### src/rtl/comm_master.sv
// Host-side UART command master: 16-bit command out as two 8N1 bytes, 8N1 bytes in.
// Define COMM_MASTER_RX_OVERRUN_EN to add the rx_ovr overrun flag output.
module comm_master #(
    parameter int BAUD_DIV = 2604
) (
    input  logic        clk,
    input  logic        rst,
    input  logic [15:0] cmd,
    input  logic        snd_cmd,
    output logic        TX,
    output logic        cmd_cmplt,
    input  logic        RX,
    output logic        rdy,
`ifdef COMM_MASTER_RX_OVERRUN_EN
    output logic        rx_ovr,
`endif
    output logic [7:0]  rx_data,
    input  logic        clr_rdy
);

    localparam logic [15:0] BAUD_LAST = 16'(BAUD_DIV - 1);
    localparam logic [15:0] HALF_LAST = 16'(BAUD_DIV / 2 - 1);

    typedef enum logic [1:0] {T_IDLE, T_HIGH, T_LOW, T_DONE} tx_state_t;
    typedef enum logic [1:0] {R_IDLE, R_START, R_DATA, R_STOP} rx_state_t;

    tx_state_t   tx_state;
    logic [15:0] cmd_q;
    logic [15:0] tx_cnt;
    logic [3:0]  tx_bit;
    logic [9:0]  tx_frame;

    // Frame is stop, data, start; tx_bit walks it from bit 0 upward.
    assign tx_frame = {1'b1, (tx_state == T_HIGH) ? cmd_q[15:8] : cmd_q[7:0], 1'b0};

    always_ff @(posedge clk or posedge rst) begin
        if (rst) begin
            tx_state  <= T_IDLE;
            TX        <= 1'b1;
            cmd_cmplt <= 1'b0;
            cmd_q     <= 16'h0000;
            tx_cnt    <= 16'd0;
            tx_bit    <= 4'd0;
        end else begin
            case (tx_state)
                T_IDLE: begin
                    if (snd_cmd) begin
                        cmd_q     <= cmd;
                        cmd_cmplt <= 1'b0;
                        tx_cnt    <= 16'd0;
                        tx_bit    <= 4'd0;
                        tx_state  <= T_HIGH;
                    end
                end
                T_HIGH, T_LOW: begin
                    if (tx_cnt == 16'd0)
                        TX <= tx_frame[tx_bit];
                    if (tx_cnt == BAUD_LAST) begin
                        tx_cnt <= 16'd0;
                        if (tx_bit == 4'd9) begin
                            tx_bit   <= 4'd0;
                            tx_state <= (tx_state == T_HIGH) ? T_LOW : T_DONE;
                        end else begin
                            tx_bit <= tx_bit + 4'd1;
                        end
                    end else begin
                        tx_cnt <= tx_cnt + 16'd1;
                    end
                end
                T_DONE: begin
                    cmd_cmplt <= 1'b1;
                    tx_state  <= T_IDLE;
                end
                default: tx_state <= T_IDLE;
            endcase
        end
    end

    rx_state_t   rx_state;
    logic        rx_meta;
    logic        rx_sync;
    logic        rx_prev;
    logic [15:0] rx_cnt;
    logic [2:0]  rx_bits;
    logic [7:0]  rx_shift;

    always_ff @(posedge clk or posedge rst) begin
        if (rst) begin
            rx_state <= R_IDLE;
            rx_meta  <= 1'b1;
            rx_sync  <= 1'b1;
            rx_prev  <= 1'b1;
            rx_cnt   <= 16'd0;
            rx_bits  <= 3'd0;
            rx_shift <= 8'h00;
            rx_data  <= 8'h00;
            rdy      <= 1'b0;
`ifdef COMM_MASTER_RX_OVERRUN_EN
            rx_ovr   <= 1'b0;
`endif
        end else begin
            rx_meta <= RX;
            rx_sync <= rx_meta;
            rx_prev <= rx_sync;
            // A completed byte below overrides this clear.
            if (clr_rdy) begin
                rdy <= 1'b0;
`ifdef COMM_MASTER_RX_OVERRUN_EN
                rx_ovr <= 1'b0;
`endif
            end
            case (rx_state)
                R_IDLE: begin
                    if (rx_prev && !rx_sync) begin
                        rx_cnt   <= 16'd0;
                        rx_state <= R_START;
                    end
                end
                R_START: begin
                    if (rx_cnt == HALF_LAST) begin
                        rx_cnt   <= 16'd0;
                        rx_bits  <= 3'd0;
                        rx_state <= rx_sync ? R_IDLE : R_DATA;
                    end else begin
                        rx_cnt <= rx_cnt + 16'd1;
                    end
                end
                R_DATA: begin
                    if (rx_cnt == BAUD_LAST) begin
                        rx_cnt   <= 16'd0;
                        rx_shift <= {rx_sync, rx_shift[7:1]};
                        rx_bits  <= rx_bits + 3'd1;
                        if (rx_bits == 3'd7)
                            rx_state <= R_STOP;
                    end else begin
                        rx_cnt <= rx_cnt + 16'd1;
                    end
                end
                R_STOP: begin
                    if (rx_cnt == BAUD_LAST) begin
                        rx_cnt   <= 16'd0;
                        rx_state <= R_IDLE;
                        if (rx_sync) begin
                            rx_data <= rx_shift;
                            rdy     <= 1'b1;
`ifdef COMM_MASTER_RX_OVERRUN_EN
                            if (rdy)
                                rx_ovr <= 1'b1;
`endif
                        end
                    end else begin
                        rx_cnt <= rx_cnt + 16'd1;
                    end
                end
                default: rx_state <= R_IDLE;
            endcase
        end
    end

endmodule

### config.mk
export PLATFORM = sky130hd
export DESIGN_NAME = comm_master
export DESIGN_NICKNAME = d
export VERILOG_FILES = /design/src/rtl/comm_master.sv
export SDC_FILE = /design/constraint.sdc
export NUM_CORES = 1
export LEC_CHECK = 0
export BUFFER_PORTS_ARGS = -buffer_cell sky130_fd_sc_hd__buf_2
export CORE_UTILIZATION = 28
export DETAILED_ROUTE_END_ITERATION = 6
export SLEW_MARGIN = 20
export SYNTH_ARGS = -nofsm -noshare
export SYNTH_HDL_FRONTEND = slang
export SYNTH_SLANG_ARGS = --single-unit
### constraint.sdc
create_clock -name clk -period 3 [get_ports clk]
set_clock_uncertainty 0.05 [all_clocks]
set_input_delay 0.6 -clock clk [delete_from_list [all_inputs] [get_ports clk]]
set_output_delay 0.6 -clock clk [all_outputs]
set_load 0.01 [all_outputs]
==> out/qor.json <==
{
  "vias_per_instance": {"value": 4.900},
  "holdBufCountCts": {"value": 0},
  "worstPathCellList": {"value": "inv_1, ha_1, o21ai_0, or2b_2, or4_1, o21ai_1"},
  "core_region_area": {"value": 0.01393, "unit": "sq mm"},
  "firstDrtPassIters": {"value": 4},
  "vias": {"value": 2896},
  "crit-reg2reg-launch": {"value": "tx_state[0]"},
  "required_time_worst_endpoint": {"value": 3.22, "unit": "ns"},
  "hold_wc_path_type": {"value": "in2async"},
  "design.die.area": {"value": 0.01483, "unit": "sq mm"},
  "wl_per_cell": {"value": 13.04, "unit": "um"},
  "cts.path.max_buffers": {"value": 2},
  "std_cell_rows": {"value": 43},
  "postSynth.asyncResetShare": {"value": 1.000},
  "critical_path_peak_fanout": {"value": 11},
  "grt_pass1_vias": {"value": 2875},
  "clkLatencyLatePin": {"value": 0.34, "unit": "ns"},
  "cts-htree-levels": {"value": 3},
  "outcome": {"value": "completed"},
  "cp_num_buf_inv": {"value": 1},
  "cts.sinks": {"value": 81},
  "final_wtd_congestion": {"value": 0.8259},
  "ioPinCount": {"value": 32},
  "area.sequential": {"value": 0.002032, "unit": "sq mm"},
  "vertical_die_dimension": {"value": 121.8, "unit": "um"},
  "antenna_violations_before_repair": {"value": 0},
  "setup_repair_after_global_routing_missed_its_margin": {"value": "false"},
  "worst_r2r_path_depth": {"value": 6},
  "cpPeakStageDelay": {"value": 0.51, "unit": "ns"},
  "ys.flop_type": {"value": "sky130_fd_sc_hd__dfrtp_1"},
  "timing_hold_violations_final": {"value": 0},
  "cts_root_buf": {"value": "sky130_fd_sc_hd__clkbuf_16"},
  "critical_path.startpoint_type": {"value": "flop"},
  "gr-usage-all-layers": {"value": 0.1163},
  "timing.hold.ws": {"value": 0.3063, "unit": "ns"},
  "post-layout-total-power": {"value": 2464, "unit": "uW"},
  "multiInputGateArea": {"value": 0.001833, "unit": "sq mm"},
  "wl": {"value": 7705, "unit": "um"},
  "drc_errors": {"value": 0},
  "finalInstanceArea": {"value": 0.004624, "unit": "sq mm"},
  "vdd_ir_drop_max": {"value": 0.0003569, "unit": "V"},
  "design.final.nets": {"value": 438},
  "dr.first_iter.drc_count": {"value": 128},
  "die_w": {"value": 121.8, "unit": "um"},
  "drive_above_1_share": {"value": 0.2433},
  "tritoncts_clock_tree": {"value": "yes"},
  "detail-route-antenna-nets": {"value": 0},
  "syn_to_final_growth": {"value": 15.14, "unit": "%"},
  "cp.arrival": {"value": 2.52, "unit": "ns"},
  "fin_tns_setup": {"value": 0, "unit": "ns"},
  "place_hpwl": {"value": 5474, "unit": "um"},
  "place_area": {"value": 0.004349, "unit": "sq mm"},
  "setup_viol": {"value": 0},
  "cts.reportedPaths.clkPinSlew": {"value": 0.06, "unit": "ns"},
  "grt_first_pass_wirelength": {"value": 13520, "unit": "um"},
  "ys_types": {"value": 58},
  "numPortBuffers": {"value": 31},
  "maximum_number_of_pins_on_one_net_before_global_route_repair": {"value": 43},
  "synth_area_leaders": {"value": "sky130_fd_sc_hd__dfrtp_1 (48%), sky130_fd_sc_hd__mux2_2 (10%), sky130_fd_sc_hd__ha_1 (3.4%)"},
  "synthesis.nets": {"value": 409},
  "number_of_flops_mapped_to_enable_cells_by_yosys": {"value": 0},
  "fillerInstances": {"value": 1404},
  "floorplan.initialDensity": {"value": 0.2882},
  "postSynthCellCount": {"value": 377},
  "synth.largest_area_cell": {"value": "sky130_fd_sc_hd__dfrtp_1"},
  "post_cts_buffers": {"value": 0},
  "timing.rr.end": {"value": "tx_bit[3]"},
  "globalRoute.totalOverflow": {"value": 0},
  "final_period_minus_worst_setup_slack": {"value": 2.303, "unit": "ns"},
  "power_per_cell_area": {"value": 532.9, "unit": "mW/mm^2"},
  "critPathTopFamily": {"value": "simple AND/OR/NAND/NOR gates"},
  "synth_seq_area_share": {"value": 0.5059},
  "drv_slew": {"value": 0},
  "yosys_warnings": {"value": 0},
  "syn-mean-instance-area": {"value": 10.65, "unit": "sq um"},
  "max_clock_freq": {"value": 0.4343, "unit": "GHz"},
  "timing.max_cap.violations": {"value": 0},
  "synthDominantCellAreaShare": {"value": 0.4798},
  "setup.worst_path.class": {"value": "reg2reg"},
  "final.period_utilization": {"value": 0.7675},
  "antenna-diode-count": {"value": 0},
  "cp-end-kind": {"value": "flop"},
  "leakagePower": {"value": 0.002125, "unit": "uW"},
  "tritoncts.num_buffers": {"value": 9},
  "synth.ff_latch_count": {"value": 81},
  "relSlewSlack": {"value": 0.4917},
  "worstMarginPinSlew": {"value": 0.7606, "unit": "ns"},
  "regToRegSetupSlack": {"value": 0.70, "unit": "ns"},
  "mappedNetlistArea": {"value": 0.004016, "unit": "sq mm"},
  "slowest_stage": {"value": "sky130_fd_sc_hd__or4_1"},
  "post_cts_resized": {"value": 0}
}
## layout make-up
type	count	share of cell area
clock buffers	12	0.05330
clock inverters	4	0.006223
inverters	18	0.01488
multi-input cells	262	0.3964
flip-flops and latches	81	0.4394
well taps	180	0.04870
repair buffers	34	0.04113
## worst register-to-register path, stage by stage (launching register included)
cell and delay [ns]:
sky130_fd_sc_hd__dfrtp_1 0.41, sky130_fd_sc_hd__inv_1 0.06, sky130_fd_sc_hd__ha_1 0.45, sky130_fd_sc_hd__o21ai_0 0.30, sky130_fd_sc_hd__or2b_2 0.37, sky130_fd_sc_hd__or4_1 0.51, sky130_fd_sc_hd__o21ai_1 0.09
## cells in the final DEF, fill, tap and decap left out, types with 2 or more instances in the layout
master | Yosys | final
sky130_fd_sc_hd__buf_4 | 1 | 2
sky130_fd_sc_hd__nand4_1 | 5 | 5
sky130_fd_sc_hd__clkbuf_16 | 0 | 9
sky130_fd_sc_hd__nand3_1 | 18 | 18
sky130_fd_sc_hd__nor3_1 | 6 | 6
sky130_fd_sc_hd__o22ai_1 | 4 | 4
sky130_fd_sc_hd__and3_1 | 3 | 3
sky130_fd_sc_hd__a31o_2 | 2 | 2
sky130_fd_sc_hd__nand3b_1 | 2 | 2
sky130_fd_sc_hd__o21ai_0 | 19 | 19
sky130_fd_sc_hd__inv_1 | 18 | 17
sky130_fd_sc_hd__xnor2_1 | 12 | 12
sky130_fd_sc_hd__a21oi_1 | 7 | 7
sky130_fd_sc_hd__nand2b_1 | 4 | 4
sky130_fd_sc_hd__xor2_1 | 10 | 10
sky130_fd_sc_hd__mux2i_1 | 4 | 4
sky130_fd_sc_hd__ha_1 | 11 | 11
sky130_fd_sc_hd__a211oi_1 | 2 | 2
sky130_fd_sc_hd__nor4_1 | 5 | 5
sky130_fd_sc_hd__clkinv_2 | 0 | 2
sky130_fd_sc_hd__and4_1 | 2 | 2
sky130_fd_sc_hd__buf_2 | 3 | 31
sky130_fd_sc_hd__nor4bb_1 | 3 | 3
sky130_fd_sc_hd__clkinvlp_4 | 0 | 2
sky130_fd_sc_hd__mux2_2 | 37 | 37
sky130_fd_sc_hd__a31oi_1 | 10 | 10
sky130_fd_sc_hd__dfrtp_1 | 77 | 77
sky130_fd_sc_hd__o21ai_1 | 2 | 2
sky130_fd_sc_hd__nand2_1 | 35 | 35
sky130_fd_sc_hd__nor2b_1 | 4 | 4
sky130_fd_sc_hd__clkbuf_1 | 9 | 2
sky130_fd_sc_hd__nor2_1 | 28 | 28
sky130_fd_sc_hd__or4_1 | 2 | 2
sky130_fd_sc_hd__dfstp_2 | 4 | 4
## power by group
| part | internal [uW] | leakage [uW] | switching (uW) |
|---|---|---|---|
| Combinational | 106 | 0.000922 | 159 |
| Sequential | 1130 | 0.00108 | 62.5 |
| Clock | 583 | 0.000129 | 422 |
| Total | 1820 | 0.00213 | 643 |
## per-layer routing
metal / vias up / GRT usage / share of wire
met5: - / 0 / 0
met4: 0 / 0.05401 / 0.020
met3: 13 / 0.03277 / 0.035
met2: 38 / 0.1879 / 0.48
met1: 1450 / 0.1431 / 0.46
li1: 1395 / - / -
## worst max path at each step
| stage | from | to | slack (ns) | depth (start not counted) |
|---|---|---|---|---|
| 6_report | tx_state[0] | tx_bit[3] | 0.70 | 6 |
| 2_1_floorplan | rst | asynchronous set/reset pin | 0.28 | 1 |
| 5_1_grt | tx_state[0] | tx_bit[3] | 0.54 | 6 |
| 3_5_place_dp | tx_state[0] | tx_bit[3] | 0.73 | 6 |
| 4_1_cts | tx_state[0] | tx_bit[3] | 0.70 | 6 |
| 3_3_place_gp | tx_state[0] | tx_bit[3] | 0.78 | 6 |
## synth_stat cells, types with 3 or more instances
library cell	number
sky130_fd_sc_hd__nor4bb_1	3
sky130_fd_sc_hd__a21oi_1	7
sky130_fd_sc_hd__nor4_1	5
sky130_fd_sc_hd__nand3_1	18
sky130_fd_sc_hd__dfrtp_1	77
sky130_fd_sc_hd__xnor2_1	12
sky130_fd_sc_hd__o21ai_0	19
sky130_fd_sc_hd__buf_2	3
sky130_fd_sc_hd__xor2_1	10
sky130_fd_sc_hd__nand2_1	35
sky130_fd_sc_hd__nand4_1	5
sky130_fd_sc_hd__ha_1	11
sky130_fd_sc_hd__and3_1	3
sky130_fd_sc_hd__o22ai_1	4
sky130_fd_sc_hd__mux2_2	37
sky130_fd_sc_hd__mux2i_1	4
sky130_fd_sc_hd__dfstp_2	4
sky130_fd_sc_hd__nand2b_1	4
sky130_fd_sc_hd__nor3_1	6
sky130_fd_sc_hd__nor2_1	28
sky130_fd_sc_hd__a31oi_1	10
sky130_fd_sc_hd__inv_1	18
sky130_fd_sc_hd__clkbuf_1	9
sky130_fd_sc_hd__nor2b_1	4
## logic make-up after synthesis
logic type               after synthesis  synth area share
flip-flops                            81            0.5059
multiplexers                          41            0.1137
adder cells (fa/ha/maj)               11           0.03427
AND/OR/NAND/NOR                      129            0.1682
buffers and inverters                 34           0.03769
AO/OA/AOI/OAI                         59           0.09222
XOR/XNOR                              22           0.04797
## sequential cells by signal, indices dropped and copies added (netlist names), 2 cells and up, named ones only
signal and count:
rx_cnt 16, rx_data 8, cmd_q 16, tx_state 2, tx_cnt 16, tx_bit 4, rx_shift 8, rx_bits 3
## stage by stage
stage | util | setup WS (ns) | cells
3_3_place_gp | 0.3121 | 0.7768 | 575
5_1_grt | 0.3319 | 0.5413 | 591
3_5_place_dp | 0.3121 | 0.7341 | 575
6_report | 0.3319 | 0.6974 | 591
4_1_cts | 0.3319 | 0.7004 | 591
2_1_floorplan | - | 0.2765 | 377
Note: power is estimated with default switching activity, not from simulation.
